`config.mk`:
```
export PLATFORM = sky130hd
export DESIGN_NAME = instruction_fetch_unit
export DESIGN_NICKNAME = d
export VERILOG_FILES = /design/src/rtl/instruction_fetch_unit_pkg.sv /design/src/rtl/instruction_fetch_unit_next_pc_logic.sv /design/src/rtl/instruction_fetch_unit.sv
export SDC_FILE = /design/constraint.sdc
export NUM_CORES = 1
export LEC_CHECK = 0
export ABC_CLOCK_PERIOD_IN_PS = 9500
export CORE_ASPECT_RATIO = 1.2
export CORE_UTILIZATION = 49
export CTS_CLUSTER_SIZE = 24
export DETAILED_ROUTE_END_ITERATION = 16
export GPL_TIMING_DRIVEN = 0
export PLACE_DENSITY = 0.94
export SYNTH_ARGS = -nofsm -noshare
export SYNTH_HDL_FRONTEND = slang
export SYNTH_SLANG_ARGS = --single-unit
```
`constraint.sdc`:
```
create_clock -name iCpuClock -period 9.5 [get_ports iCpuClock]
set_input_delay 0.95 -clock iCpuClock [delete_from_list [all_inputs] [get_ports iCpuClock]]
set_output_delay 0.95 -clock iCpuClock [all_outputs]
set_load 0.05 [all_outputs]
```
`src/rtl/instruction_fetch_unit_pkg.sv`:
```
// Shared types and constants for the instruction fetch unit.
package instruction_fetch_unit_pkg;

  typedef enum logic [1:0] {
    IDLE  = 2'd0,
    REQ   = 2'd1,
    HOLD  = 2'd2,
    FAULT = 2'd3
  } fetchState_t;

  localparam logic [31:0] DEFAULT_RESET_PC = 32'h0000_0000;
  localparam logic [31:0] LINK_OFFSET      = 32'd4;
  localparam int          WORD_SHIFT       = 2;

endpackage

```
`src/rtl/instruction_fetch_unit_next_pc_logic.sv`:
```
// Next-PC resolution for the held instruction: jr > j/jal > taken branch > pc+4.
module next_pc_logic
  import instruction_fetch_unit_pkg::*;
(
  input  logic [31:0] iPc,
  input  logic [25:0] iInstrIndex,
  input  logic        iBranch,
  input  logic        iNBranch,
  input  logic        iZero,
  input  logic        iJmp,
  input  logic        iJal,
  input  logic        iJr,
  input  logic [31:0] iImmExtended,
  input  logic [31:0] iRegRs,
  output logic [31:0] oNextPc,
  output logic        oMisaligned
);

  logic [31:0] pc4;
  logic        branchTaken;

  assign pc4         = iPc + LINK_OFFSET;
  assign branchTaken = (iBranch & iZero) | (iNBranch & ~iZero);

  // Priority mux; beq and bne together simply fall through the same taken formula.
  always_comb begin
    oNextPc = pc4;
    if (iJr) begin
      oNextPc = iRegRs;
    end else if (iJmp | iJal) begin
      oNextPc = {pc4[31:28], iInstrIndex, 2'b00};
    end else if (branchTaken) begin
      oNextPc = pc4 + (iImmExtended << WORD_SHIFT);
    end
  end

  assign oMisaligned = |oNextPc[1:0];

endmodule

```
`src/rtl/instruction_fetch_unit.sv`:
```
// Instruction fetch unit: owns the PC, fetches words over req/ack and holds
// the fetched instruction until the downstream stage retires it.
//
// state | meaning
// IDLE  | one cycle after reset release, no request
// REQ   | request outstanding at oPc, waiting for ack
// HOLD  | instruction valid, waiting for iStall=0 to retire
// FAULT | misaligned target taken, parked until reset
module instruction_fetch_unit
  import instruction_fetch_unit_pkg::*;
#(
  parameter logic [31:0] RESET_PC        = DEFAULT_RESET_PC,
  parameter int          IMEM_ADDR_WIDTH = 14
) (
  input  logic                       iCpuClock,
  input  logic                       iCpuReset,
  input  logic                       iStall,
  input  logic                       iBranch,
  input  logic                       iNBranch,
  input  logic                       iZero,
  input  logic                       iJmp,
  input  logic                       iJal,
  input  logic                       iJr,
  input  logic [31:0]                iImmExtended,
  input  logic [31:0]                iRegRs,
  output logic                       oImemReq,
  output logic [IMEM_ADDR_WIDTH-1:0] oImemAddr,
  input  logic                       iImemAck,
  input  logic [31:0]                iImemData,
  output logic [31:0]                oInstruction,
  output logic                       oInstructionValid,
  output logic [31:0]                oPc,
  output logic [31:0]                oPcPlus4,
  output logic                       oFetchFault,
  output logic [31:0]                oRetiredCount
);

  fetchState_t state, stateNext;
  logic [31:0] pcReg;
  logic [31:0] instrReg;
  logic [31:0] retiredReg;
  logic [31:0] nextPc;
  logic        misaligned;
  logic        accept;
  logic        retire;

  next_pc_logic uNextPc (
    .iPc          (pcReg),
    .iInstrIndex  (instrReg[25:0]),
    .iBranch      (iBranch),
    .iNBranch     (iNBranch),
    .iZero        (iZero),
    .iJmp         (iJmp),
    .iJal         (iJal),
    .iJr          (iJr),
    .iImmExtended (iImmExtended),
    .iRegRs       (iRegRs),
    .oNextPc      (nextPc),
    .oMisaligned  (misaligned)
  );

  // Next-state decode plus the accept/retire strobes for the datapath.
  always_comb begin
    stateNext = state;
    accept    = 1'b0;
    retire    = 1'b0;
    case (state)
      IDLE: stateNext = REQ;
      REQ: begin
        if (iImemAck) begin
          accept    = 1'b1;
          stateNext = HOLD;
        end
      end
      HOLD: begin
        if (!iStall) begin
          retire    = 1'b1;
          stateNext = misaligned ? FAULT : REQ;
        end
      end
      FAULT:   stateNext = FAULT;
      default: stateNext = IDLE;
    endcase
  end

  // State register; reset abandons any outstanding request.
  always_ff @(posedge iCpuClock or negedge iCpuReset) begin
    if (!iCpuReset) begin
      state <= IDLE;
    end else begin
      state <= stateNext;
    end
  end

  // PC, held instruction and retire counter; a faulting target still lands in the PC.
  always_ff @(posedge iCpuClock or negedge iCpuReset) begin
    if (!iCpuReset) begin
      pcReg      <= RESET_PC;
      instrReg   <= 32'h0;
      retiredReg <= 32'h0;
    end else begin
      if (accept) begin
        instrReg <= iImemData;
      end
      if (retire) begin
        pcReg      <= nextPc;
        retiredReg <= retiredReg + 32'd1;
      end
    end
  end

  // Addresses past the memory simply wrap by truncation.
  assign oImemAddr         = pcReg[IMEM_ADDR_WIDTH+1:2];
  assign oImemReq          = (state == REQ);
  assign oInstructionValid = (state == HOLD);
  assign oFetchFault       = (state == FAULT);
  assign oInstruction      = instrReg;
  assign oPc               = pcReg;
  assign oPcPlus4          = pcReg + LINK_OFFSET;
  assign oRetiredCount     = retiredReg;

endmodule

```
==> results of run 1 <==
cell type report:
type	instances	share of cell area
clock inverter	5	0.00392
tap	171	0.0216
sequential	98	0.248
multi-input combinational	622	0.420
clock buffer	11	0.0245
inverter	13	0.00493
timing repair buffer	248	0.253
buffer	47	0.0243
flip-flops by register name (all words and copies together), names as in the netlist:
register	count
state	2
oRetiredCount	32
oPc	32
oInstruction	32
routing by layer:
| metal | vias up | global-route usage |
|---|---|---|
| li1 | 3301 | - |
| met1 | 3432 | 0.399 |
| met2 | 420 | 0.542 |
| met3 | 71 | 0.0578 |
| met4 | 0 | 0.149 |
| met5 | - | 0 |
cells by family (layout without fill, tap and decap cells):
logic type	Yosys count	in the layout	share of synthesized area
compound gates	187	187	0.172
flops	98	98	0.356
mux	38	38	0.0612
simple gates	275	275	0.191
fa+ha+maj	39	39	0.0719
buf+inv	60	324	0.0419
xor+xnor	83	83	0.107
cell usage after synthesis, types with 9 or more instances:
master,n
nand2_1,108
nor3_1,11
nand3_1,36
o21ai_0,51
inv_1,13
a21oi_1,53
nand4_1,20
a311oi_1,9
mux2_2,33
clkbuf_1,27
xnor2_1,50
ha_1,38
dfrtp_1,98
a211oi_1,9
and3_1,10
xor2_1,32
o211ai_1,9
nor2_1,60
buf_4,16
path summary, 6_finish.rpt:
check / slack [ns] / end / startpoint / depth (start not counted)
setup / recovery: 5.25 / oPcPlus4[23] / oPc[8]$_DFFE_PN0P_ / 6
hold / removal: 0.49 / oRetiredCount[7]$_DFFE_PN0P_ / oRetiredCount[7]$_DFFE_PN0P_ / 1
setup reg to reg: 5.35 / oPc[31]$_DFFE_PN0P_ / oPc[3]$_DFFE_PN0P_ / 17
hold reg to reg: 0.49 / oRetiredCount[7]$_DFFE_PN0P_ / oRetiredCount[7]$_DFFE_PN0P_ / 1
max in group asynchronous: 8.18 / oInstruction[1]$_DFFE_PN0P_ / iCpuReset / 2
min in group asynchronous: 0.64 / oRetiredCount[30]$_DFFE_PN0P_ / iCpuReset / 1
power by group through the flow:
stage / sequential (mW) / clock [mW] / combinational, mW
6_report: 0.747 / 0.344 / 2.36
4_1_cts: 0.740 / 0.349 / 2.34
3_5_place_dp: 0.746 / 0 / 2.32
5_1_grt: 0.762 / 0.368 / 2.48
3_3_place_gp: 0.737 / 0 / 2.29
2_1_floorplan: 1.17 / 0 / 1.13
worst max-delay path, delay by kind of cell, from the launching register on:
| kind | cells | cell delay [ns] |
|---|---|---|
| AND/OR/NAND/NOR | 4 | 1.09 |
| buffers and inverters | 1 | 0.90 |
| flip-flops | 1 | 0.56 |
| XOR/XNOR | 1 | 0.42 |
through the flow:
stage | total power, mW | setup WS, ns | instances | area [um2]
2_1_floorplan | 2.30 | 5.02 | 780 | 6900
4_1_cts | 3.42 | 5.26 | 1215 | 9890
3_5_place_dp | 3.07 | 5.31 | 1199 | 9610
3_3_place_gp | 3.03 | 3.79 | 1198 | 9580
5_1_grt | 3.61 | 5.07 | 1215 | 9890
6_report | 3.45 | 5.25 | 1215 | 9890
==> key figures, run 1 <==
Status
  • Status: finished clean

Detailed routing
  • Uppermost layer routed: met4
  • Drt pass-1 iters: 5
  • Met2 routed WL: 11.6 mm
  • Initial DRC count: 532
  • WL met3: 1.88 mm
  • DRC Markers: 0
  • DR WL/cell: 19.4 um
  • Via count: 7224
  • Via/cell ratio: 5.95
  • Number of routed nets with antenna violations: 0
  • WL met1: 8.94 mm
  • Routed WL: 23.5 mm

Finish
  • Area Growth Syn to Fin: 43.4%
  • # fillers: 1069
  • Commonest cells after routing, fill and taps aside: clkdlybuf4s50_1 (246), nand2_1 (108), dfrtp_1 (98), nor2_1 (60), a21oi_1 (53)
  • Area occupied by multi-input gates: 4150 um2
  • Fraction of layout cells with a size suffix above 1: 0.0814
  • Register area: 2450 um2
  • Ant diodes: 0
  • Final Util: 0.719
  • Nets: 1184
  • Most common cell after layout, fill and taps aside: clkdlybuf4s50_1

Global routing
  • Initial antenna violation count: 0
  • Total global-route track usage: 0.324
  • Largest net degree at the start of global routing: 51
  • Vias in the first global route: 6904
  • First-pass GRT wire length: 36.2 mm
  • Overflow after GRT: 0

Setup path
  • Worst Path Required: 8.55 ns
  • Max FO, Critical Path: 8
  • Critical path type: reg -> out
  • Critical path, cell by cell: nand4_4, nor4_4, nand4_1, nor2_1, xor2_1, clkdlybuf4s50_1
  • Setup crit start kind: register
  • CP endpoint kind: primary output
  • Critical Path Max Stage Delay: 0.90 ns
  • Crit path DAT: 3.30 ns
  • Slowest CP cell: clkdlybuf4s50_1

Floorplanning
  • Die W: 110 um
  • Starting Density: 0.501
  • Core ar.: 13800 um2
  • Ports: 251
  • Die ar.: 14600 um2
  • Die height: 132 um
  • FP Rows: 47

Logic synthesis
  • Yosys top cell by area: dfrtp_1
  • Post-synth EDFFs: 0
  • Avg Inst Size Synth: 8.84 um2
  • Cell variety after synth: 61
  • Post-Synthesis Cell Area: 6900 um2
  • Register area share after synthesis: 0.356
  • Post-Syn Nets: 925
  • Synth Flop Type: dfrtp_1
  • Mapped Cells: 780
  • Post-synth top area share: 0.356
  • Ys async rst share: 1.00
  • Synth warn: 0
  • Area contributors post-synth: dfrtp_1 (36%), ha_1 (6.9%), xnor2_1 (6.4%)
  • Register bit total from synthesis: 98

Timing
  • Clock Skew: 0.0101 ns
  • Setup TNS: 0 ns
  • Endpoints failing setup: 0
  • Final Max Slew Viols: 0
  • Worst slew pin tran: 0.659 ns
  • WHS: 0.491 ns
  • RSZ-0062 raised after global routing: no
  • FMAX: 235 MHz
  • Final hold viol count: 0
  • Slew margin rel.: 0.548
  • Min cycle time layout: 4.25 ns
  • Period utilization: 0.448

Pwr
  • Sw Ratio: 0.542
  • Sequential share of power: 0.217
  • Gate power share: 0.684
  • Maximum vdd drop: 0.000217 V
  • P_leak: 4.18 nW
  • Cell area power density: 349 nW/um2
  • NetSw: 1.87 mW
  • Clock share of power: 0.100
  • P_int: 1.58 mW

Clock network
  • Clock Tree Buf Depth: 2
  • Clk slew on worst S/H paths: 0.07 ns
  • CTS sink count: 98
  • H-tree Lvls: 3
  • Skew-Pair Late Insertion Delay: 0.34 ns
  • Total CTS buffers: 9
  • # Post-CTS Setup Buffers: 0
  • # resized after CTS: 0
  • TritonCTS clock tree: built
  • Hold-fix buffers, CTS: 0
  • Clk root buf: clkbuf_16

Run
  • Max Cap Viol: 0

Hold path
  • HP Class: reg -> reg

Place
  • RePlAce Congestion: 0.935
  • Post-detail-place hpwl: 18.7 mm
  • IO Port Bufs: 247
(Power assumes the default switching activity.)
==> inputs of run 2 (changes only) <==
Settings changed: ABC_CLOCK_PERIOD_IN_PS 9500 to 3800, CORE_UTILIZATION 49 to 41, PLACE_DENSITY 0.94 to 0.84.
Clock period 9.5 ns to 3.8 ns, I/O delays scaled along.
==> run 2 against run 1 <==
  * Via count is 0.60% lower
  * First-iteration DRC count is 2.3% higher
  * Wire length is 4.3% higher
  * Combinational power grew to 2.7 times the previous value
  * Hold slack worse by 0.42 ns
  * Final cell count is 5.4% higher
  * Count of clock-buffer cells in the layout is 2 lower
  * Power grew to 2.6 times the previous value
  * Global-route usage is 4.7 points lower
  * Clock power grew to 2.5 times the previous value
  * Flip-flop and latch count stayed put
  * Sequential share of layout area is 1.5 points lower
  * Critical path type is now reg -> reg
  * Critical endpoint is now oPc[31]$_DFFE_PN0P_
==> key figures, run 2 (synthesis gave the netlist of run 1 again) <==
Status
  • Status: finished clean

Timing
  • Final hold viol count: 0
  • RSZ-0062 raised after global routing: yes
  • Endpoints failing setup: 0
  • Min cycle time layout: 3.69 ns
  • Worst slew pin tran: 0.750 ns
  • FMAX: 271 MHz
  • WHS: 0.0714 ns
  • Clock Skew: 0.00739 ns
  • Period utilization: 0.972
  • Final Max Slew Viols: 0
  • Worst setup margin: 0.105 ns
  • Slew margin rel.: 0.500

Pwr
  • Cell area power density: 859 nW/um2
  • Maximum vdd drop: 0.000522 V
  • Tot Pwr: 9.11 mW
  • P_leak: 4.44 nW

Place
  • Area after DPL: 9960 um2
  • Pre-CTS WS: -0.233 ns
  • Post-detail-place hpwl: 19.1 mm
  • Dpl cells: 1240
  • RePlAce Congestion: 0.919
  • IO Port Bufs: 247

Run
  • Max Cap Viol: 0

Detailed routing
  • Via/cell ratio: 5.61
  • Number of routed nets with antenna violations: 0
  • Via count: 7181
  • Routed WL: 24.5 mm
  • DR WL/cell: 19.1 um
  • Drt pass-1 iters: 5
  • DRC Markers: 0
  • Initial DRC count: 544

Setup path
  • Worst setup endpoint: oPc[31]$_DFFE_PN0P_
  • CP endpoint kind: register
  • Count of buffer and inverter cells on the critical path: 2
  • CP Launch Point: oPc[3]$_DFFE_PN0P_
  • Critical Path Max Stage Delay: 0.43 ns
  • Max FO, Critical Path: 9
  • Reg-to-reg startpoint: oPc[3]$_DFFE_PN0P_
  • FF-to-FF End: oPc[31]$_DFFE_PN0P_
  • Worst Path Required: 4.02 ns
  • Critical path, cell by cell: ha_1, nand3_2, nor4_4, buf_4, nand2_1, xnor2_4, ha_1, clkbuf_4, nand4_1, o221ai_2, a21oi_2, o31ai_2, o31ai_1, a21oi_1, xor2_1, a21oi_1, nand3b_1
  • R2r worst-path depth: 17
  • Slowest CP cell: dfrtp_2
  • R2r setup slk: 0.11 ns
  • Setup crit start kind: register
  • Critical path type: reg -> reg
  • WP depth: 17
  • Family with the most delay on the worst path: compound AO/OA/AOI/OAI gates
  • Crit path DAT: 3.91 ns

Floorplanning
  • Die W: 120 um
  • Core ar.: 16300 um2
  • Starting Density: 0.422
  • FP Rows: 51
  • Die ar.: 17300 um2
  • Die height: 144 um
  • Ports: 251

Finish
  • # fillers: 1368
  • Fraction of layout cells with a size suffix above 1: 0.165
  • Commonest cells after routing, fill and taps aside: clkdlybuf4s50_1 (245), nand2_1 (105), dfrtp_1 (83), nor2_1 (56), o21ai_0 (49)
  • Final instance area: 10600 um2
  • Most common cell after layout, fill and taps aside: clkdlybuf4s50_1
  • Nets: 1208
  • Area Growth Syn to Fin: 53.9%
  • Post-Layout Cell Count: 1281

Clock network
  • Clk root buf: clkbuf_16
  • H-tree Lvls: 3
  • CTS sink count: 98
  • Total CTS buffers: 9
  • Skew-Pair Late Insertion Delay: 0.34 ns
  • Clk slew on worst S/H paths: 0.07 ns
  • Clock Tree Buf Depth: 2
  • TritonCTS clock tree: built

Global routing
  • Initial antenna violation count: 1
  • Total global-route track usage: 0.276
  • Overflow after GRT: 0
  • First-pass GRT wire length: 36.8 mm
  • Largest net degree at the start of global routing: 52
  • Vias in the first global route: 6884

Hold path
  • HP Class: in -> async
==> run 2: cell count changes in the layout (fill, tap and decap cells not counted), sizes merged <==
cell	before	now
buf	22	47
clkdlybuf4s50	246	245
clkbuf	38	35
inv	14	16
dlymetal6s2s	0	1
diode	0	1
==> run 2: what timing repair did <==
item | in CTS | in global routing
endpoints found under the hold margin | 0 | 0
setup endpoints to repair | 5 | 15
gates resized for setup | 12 | 28
pin swaps | 3 | 13
buffers inserted | 4 | 22
hold buffers | 0 | 0
==> run 2: how the worst min path moves through the flow <==
stage                                  startpoint                       endpoint  cells after the start
floorplan                               iCpuReset    oInstruction[0]$_DFFE_PN0P_                      0
global placement    oRetiredCount[31]$_DFFE_PN0P_  oRetiredCount[31]$_DFFE_PN0P_                      1
detailed placement                      iCpuReset   oInstruction[26]$_DFFE_PN0P_                      1
CTS                                     iCpuReset   oInstruction[31]$_DFFE_PN0P_                      1
global route                            iCpuReset   oInstruction[31]$_DFFE_PN0P_                      1
finish                                  iCpuReset   oInstruction[26]$_DFFE_PN0P_                      1
==> run 2: report_power, final <==
part           switching, mW  internal (mW)  leakage (nW)
logic                   3.96           2.37          3.07
registers              0.516           1.40          1.23
clock network          0.412          0.457         0.140
==> run 2: per-stage QoR <==
stage                     utilization  TNS [ns]
after floorplan                     -   -0.0120
after global placement          0.608   -138.61
after detailed placement        0.609    -0.548
after CTS                       0.632   -0.0196
after global routing            0.650    -0.156
final                           0.650         0
==> run 2: cell type report <==
cell class | count | area, um2 | share of cell area
Clock inverter | 7 | 61.3 | 0.00578
Multi-Input combinational cell | 622 | 4610 | 0.434
Antenna cell | 1 | 2.50 | 0.000236
Clock buffer | 9 | 225 | 0.0212
Timing Repair Buffer | 274 | 2700 | 0.254
Inverter | 13 | 48.8 | 0.00460
Buffer | 45 | 235 | 0.0222
Sequential cell | 98 | 2470 | 0.233
Tap cell | 212 | 265 | 0.0250
==> run 2: worst register-to-register path, cell delays in order, from the launching register on <==
cell	delay, ns
dfrtp_2	0.43
ha_1	0.24
nand3_2	0.18
nor4_4	0.20
buf_4	0.17
nand2_1	0.12
xnor2_4	0.17
ha_1	0.28
clkbuf_4	0.19
nand4_1	0.15
o221ai_2	0.21
a21oi_2	0.11
o31ai_2	0.27
o31ai_1	0.12
a21oi_1	0.19
xor2_1	0.26
a21oi_1	0.10
nand3b_1	0.18
==> run 2: layer usage <==
metal / GRT usage / vias up / part of all wire
li1: - / 3347 / -
met1: 0.342 / 3456 / 0.39
met2: 0.475 / 331 / 0.50
met3: 0.0438 / 47 / 0.072
met4: 0.123 / 0 / 0.035
met5: 0 / - / 0
==> inputs of run 3 (changes only) <==
Settings changed: CORE_ASPECT_RATIO 1.2 to 0.8, REMOVE_ABC_BUFFERS from default to 1.
==> run 3 against run 2 <==
  * The run now ends with DRC, setup timing left
  * Combinational power decreased by 3%
  * Largest cell class unchanged
  * Final area shrank 2.6%
  * Register-to-register slack worse by 0.23 ns
==> key figures, run 3 (synthesis gave the netlist of run 1 again) <==
Finish
  • Post-Layout Cell Count: 1247
  • Most common cell after layout, fill and taps aside: clkdlybuf4s50_1
  • Area Growth Syn to Fin: 49.9%
  • Commonest cells after routing, fill and taps aside: clkdlybuf4s50_1 (245), nand2_1 (107), dfrtp_1 (91), nor2_1 (56), a21oi_1 (48)
  • Ant diodes: 0
  • Final instance area: 10300 um2
  • Fraction of layout cells with a size suffix above 1: 0.145
  • Nets: 1167

Timing
  • RSZ-0062 raised after global routing: yes
  • Endpoints failing setup: 6
  • Final hold viol count: 0
  • Worst setup margin: -0.124 ns
  • Slew margin rel.: 0.348
  • Worst slew pin tran: 0.978 ns
  • Min cycle time layout: 3.92 ns
  • FMAX: 255 MHz
  • Period utilization: 1.03
  • Clock Skew: 0.00712 ns
  • Final Max Slew Viols: 0

Place
  • Area after DPL: 9550 um2
  • Pre-CTS WS: -0.300 ns
  • IO Port Bufs: 248
  • RePlAce Congestion: 0.927
  • Post-detail-place hpwl: 17.3 mm
  • Dpl cells: 1207

Detailed routing
  • Via/cell ratio: 5.58
  • DRC Markers: 1
  • WL met3: 1.58 mm
  • Initial DRC count: 523
  • Uppermost layer routed: met4
  • Drt pass-1 iters: 11
  • Number of routed nets with antenna violations: 0
  • Routed WL: 23.4 mm
  • Met2 routed WL: 10.7 mm
  • WL met1: 10.4 mm
  • Via count: 6960
  • DR WL/cell: 18.7 um

Clock network
  • Total CTS buffers: 9
  • Skew-Pair Late Insertion Delay: 0.35 ns
  • TritonCTS clock tree: built
  • Clk root buf: clkbuf_16
  • H-tree Lvls: 3
  • Hold-fix buffers, CTS: 0
  • Clk slew on worst S/H paths: 0.08 ns
  • CTS sink count: 98
  • Clock Tree Buf Depth: 2

Setup path
  • Setup crit start kind: register
  • Crit path DAT: 4.17 ns
  • CP endpoint kind: register
  • Max FO, Critical Path: 5
  • Critical path type: reg -> reg
  • Worst Path Required: 4.05 ns

Floorplanning
  • Starting Density: 0.418
  • Die ar.: 17300 um2
  • Core ar.: 16500 um2
  • FP Rows: 42
  • Die W: 147 um
  • Die height: 118 um
  • Ports: 251

Status
  • Violated checks: DRC, setup timing
  • Status: complete, but fails checks

Pwr
  • P_leak: 4.32 nW
  • Tot Pwr: 8.95 mW
  • Maximum vdd drop: 0.000544 V
  • Cell area power density: 866 nW/um2

Hold path
  • HP Class: in -> async

Global routing
  • First-pass GRT wire length: 35.4 mm
  • Total global-route track usage: 0.259
  • Largest net degree at the start of global routing: 53
  • Vias in the first global route: 6527
  • Overflow after GRT: 0
  • Initial antenna violation count: 0

Run
  • Max Cap Viol: 0
[run 3: changes by cell type in the layout (fill, tap and decap cells not counted), moves of 3 or more]
cell	delta
xor2_1	+3
nor3_2	+3
clkbuf_1	-25
buf_4	-19
o21ai_2	+3
dfrtp_1	+8
dfrtp_2	-8
xnor2_1	+6
xnor2_4	-6
xor2_4	-3
[run 3: report_power, final]
group          internal, mW  leakage, nW  switching (mW)
sequential             1.39         1.24           0.454
clock                 0.474        0.151           0.475
combinational          2.23         2.93            3.93
[run 3: per-layer routing]
| metal | vias up | track usage |
|---|---|---|
| li1 | 3271 | - |
| met1 | 3331 | 0.364 |
| met2 | 307 | 0.399 |
| met3 | 51 | 0.0457 |
| met4 | 0 | 0.0921 |
| met5 | - | 0 |
[run 3: worst paths after layout]
path,start,end,slack (ns),cells after the start
hold / removal,iCpuReset,oRetiredCount[27]$_DFFE_PN0P_,0.04,1
max in group asynchronous,iCpuReset,oPc[3]$_DFFE_PN0P_,3.04,2
min in group iCpuClock,oRetiredCount[31]$_DFFE_PN0P_,oRetiredCount[31]$_DFFE_PN0P_,0.49,1
setup reg to reg,oPc[2]$_DFFE_PN0P_,oPc[24]$_DFFE_PN0P_,-0.12,14
hold reg to reg,oRetiredCount[31]$_DFFE_PN0P_,oRetiredCount[31]$_DFFE_PN0P_,0.49,1
setup / recovery,oPc[2]$_DFFE_PN0P_,oPc[24]$_DFFE_PN0P_,-0.12,14
[run 3: repair_timing]
action | 4_1_cts | 5_1_grt
cloned | 0 | 0
pin swaps | 3 | 24
endpoints found under the setup margin | 10 | 16
buffers inserted | 3 | 21
resized for setup | 17 | 41
[run 3: final cells by class]
type	instances	area, um2
inverters	13	48.8
multi-input cells	622	4460
fillers	1362	6170
clock buffers	9	225
flip-flops and latches	98	2460
clock inverters	7	78.8
repair buffers	278	2790
well taps	220	275
[run 3: through the flow]
stage,TNS [ns],utilization,hold WS (ns)
after floorplan,-18.25,-,0.0844
after global placement,-179.01,0.570,0.461
after detailed placement,-1.15,0.579,0.462
after CTS,-0.0361,0.603,0.0724
after global routing,-1.99,0.626,0.0902
final,-0.299,0.626,0.0426
[run 3: worst max-delay path: stages, from the launching register on]
cell,delay [ns]
dfrtp_2,0.41
nand4_1,0.28
buf_4,0.26
nor4_4,0.38
nand4_1,0.20
xnor2_2,0.36
ha_1,0.35
a21oi_2,0.20
nor2b_1,0.07
o21a_1,0.19
nor3_2,0.30
o21ai_0,0.19
xnor2_1,0.21
o21ai_0,0.15
a31o_2,0.27
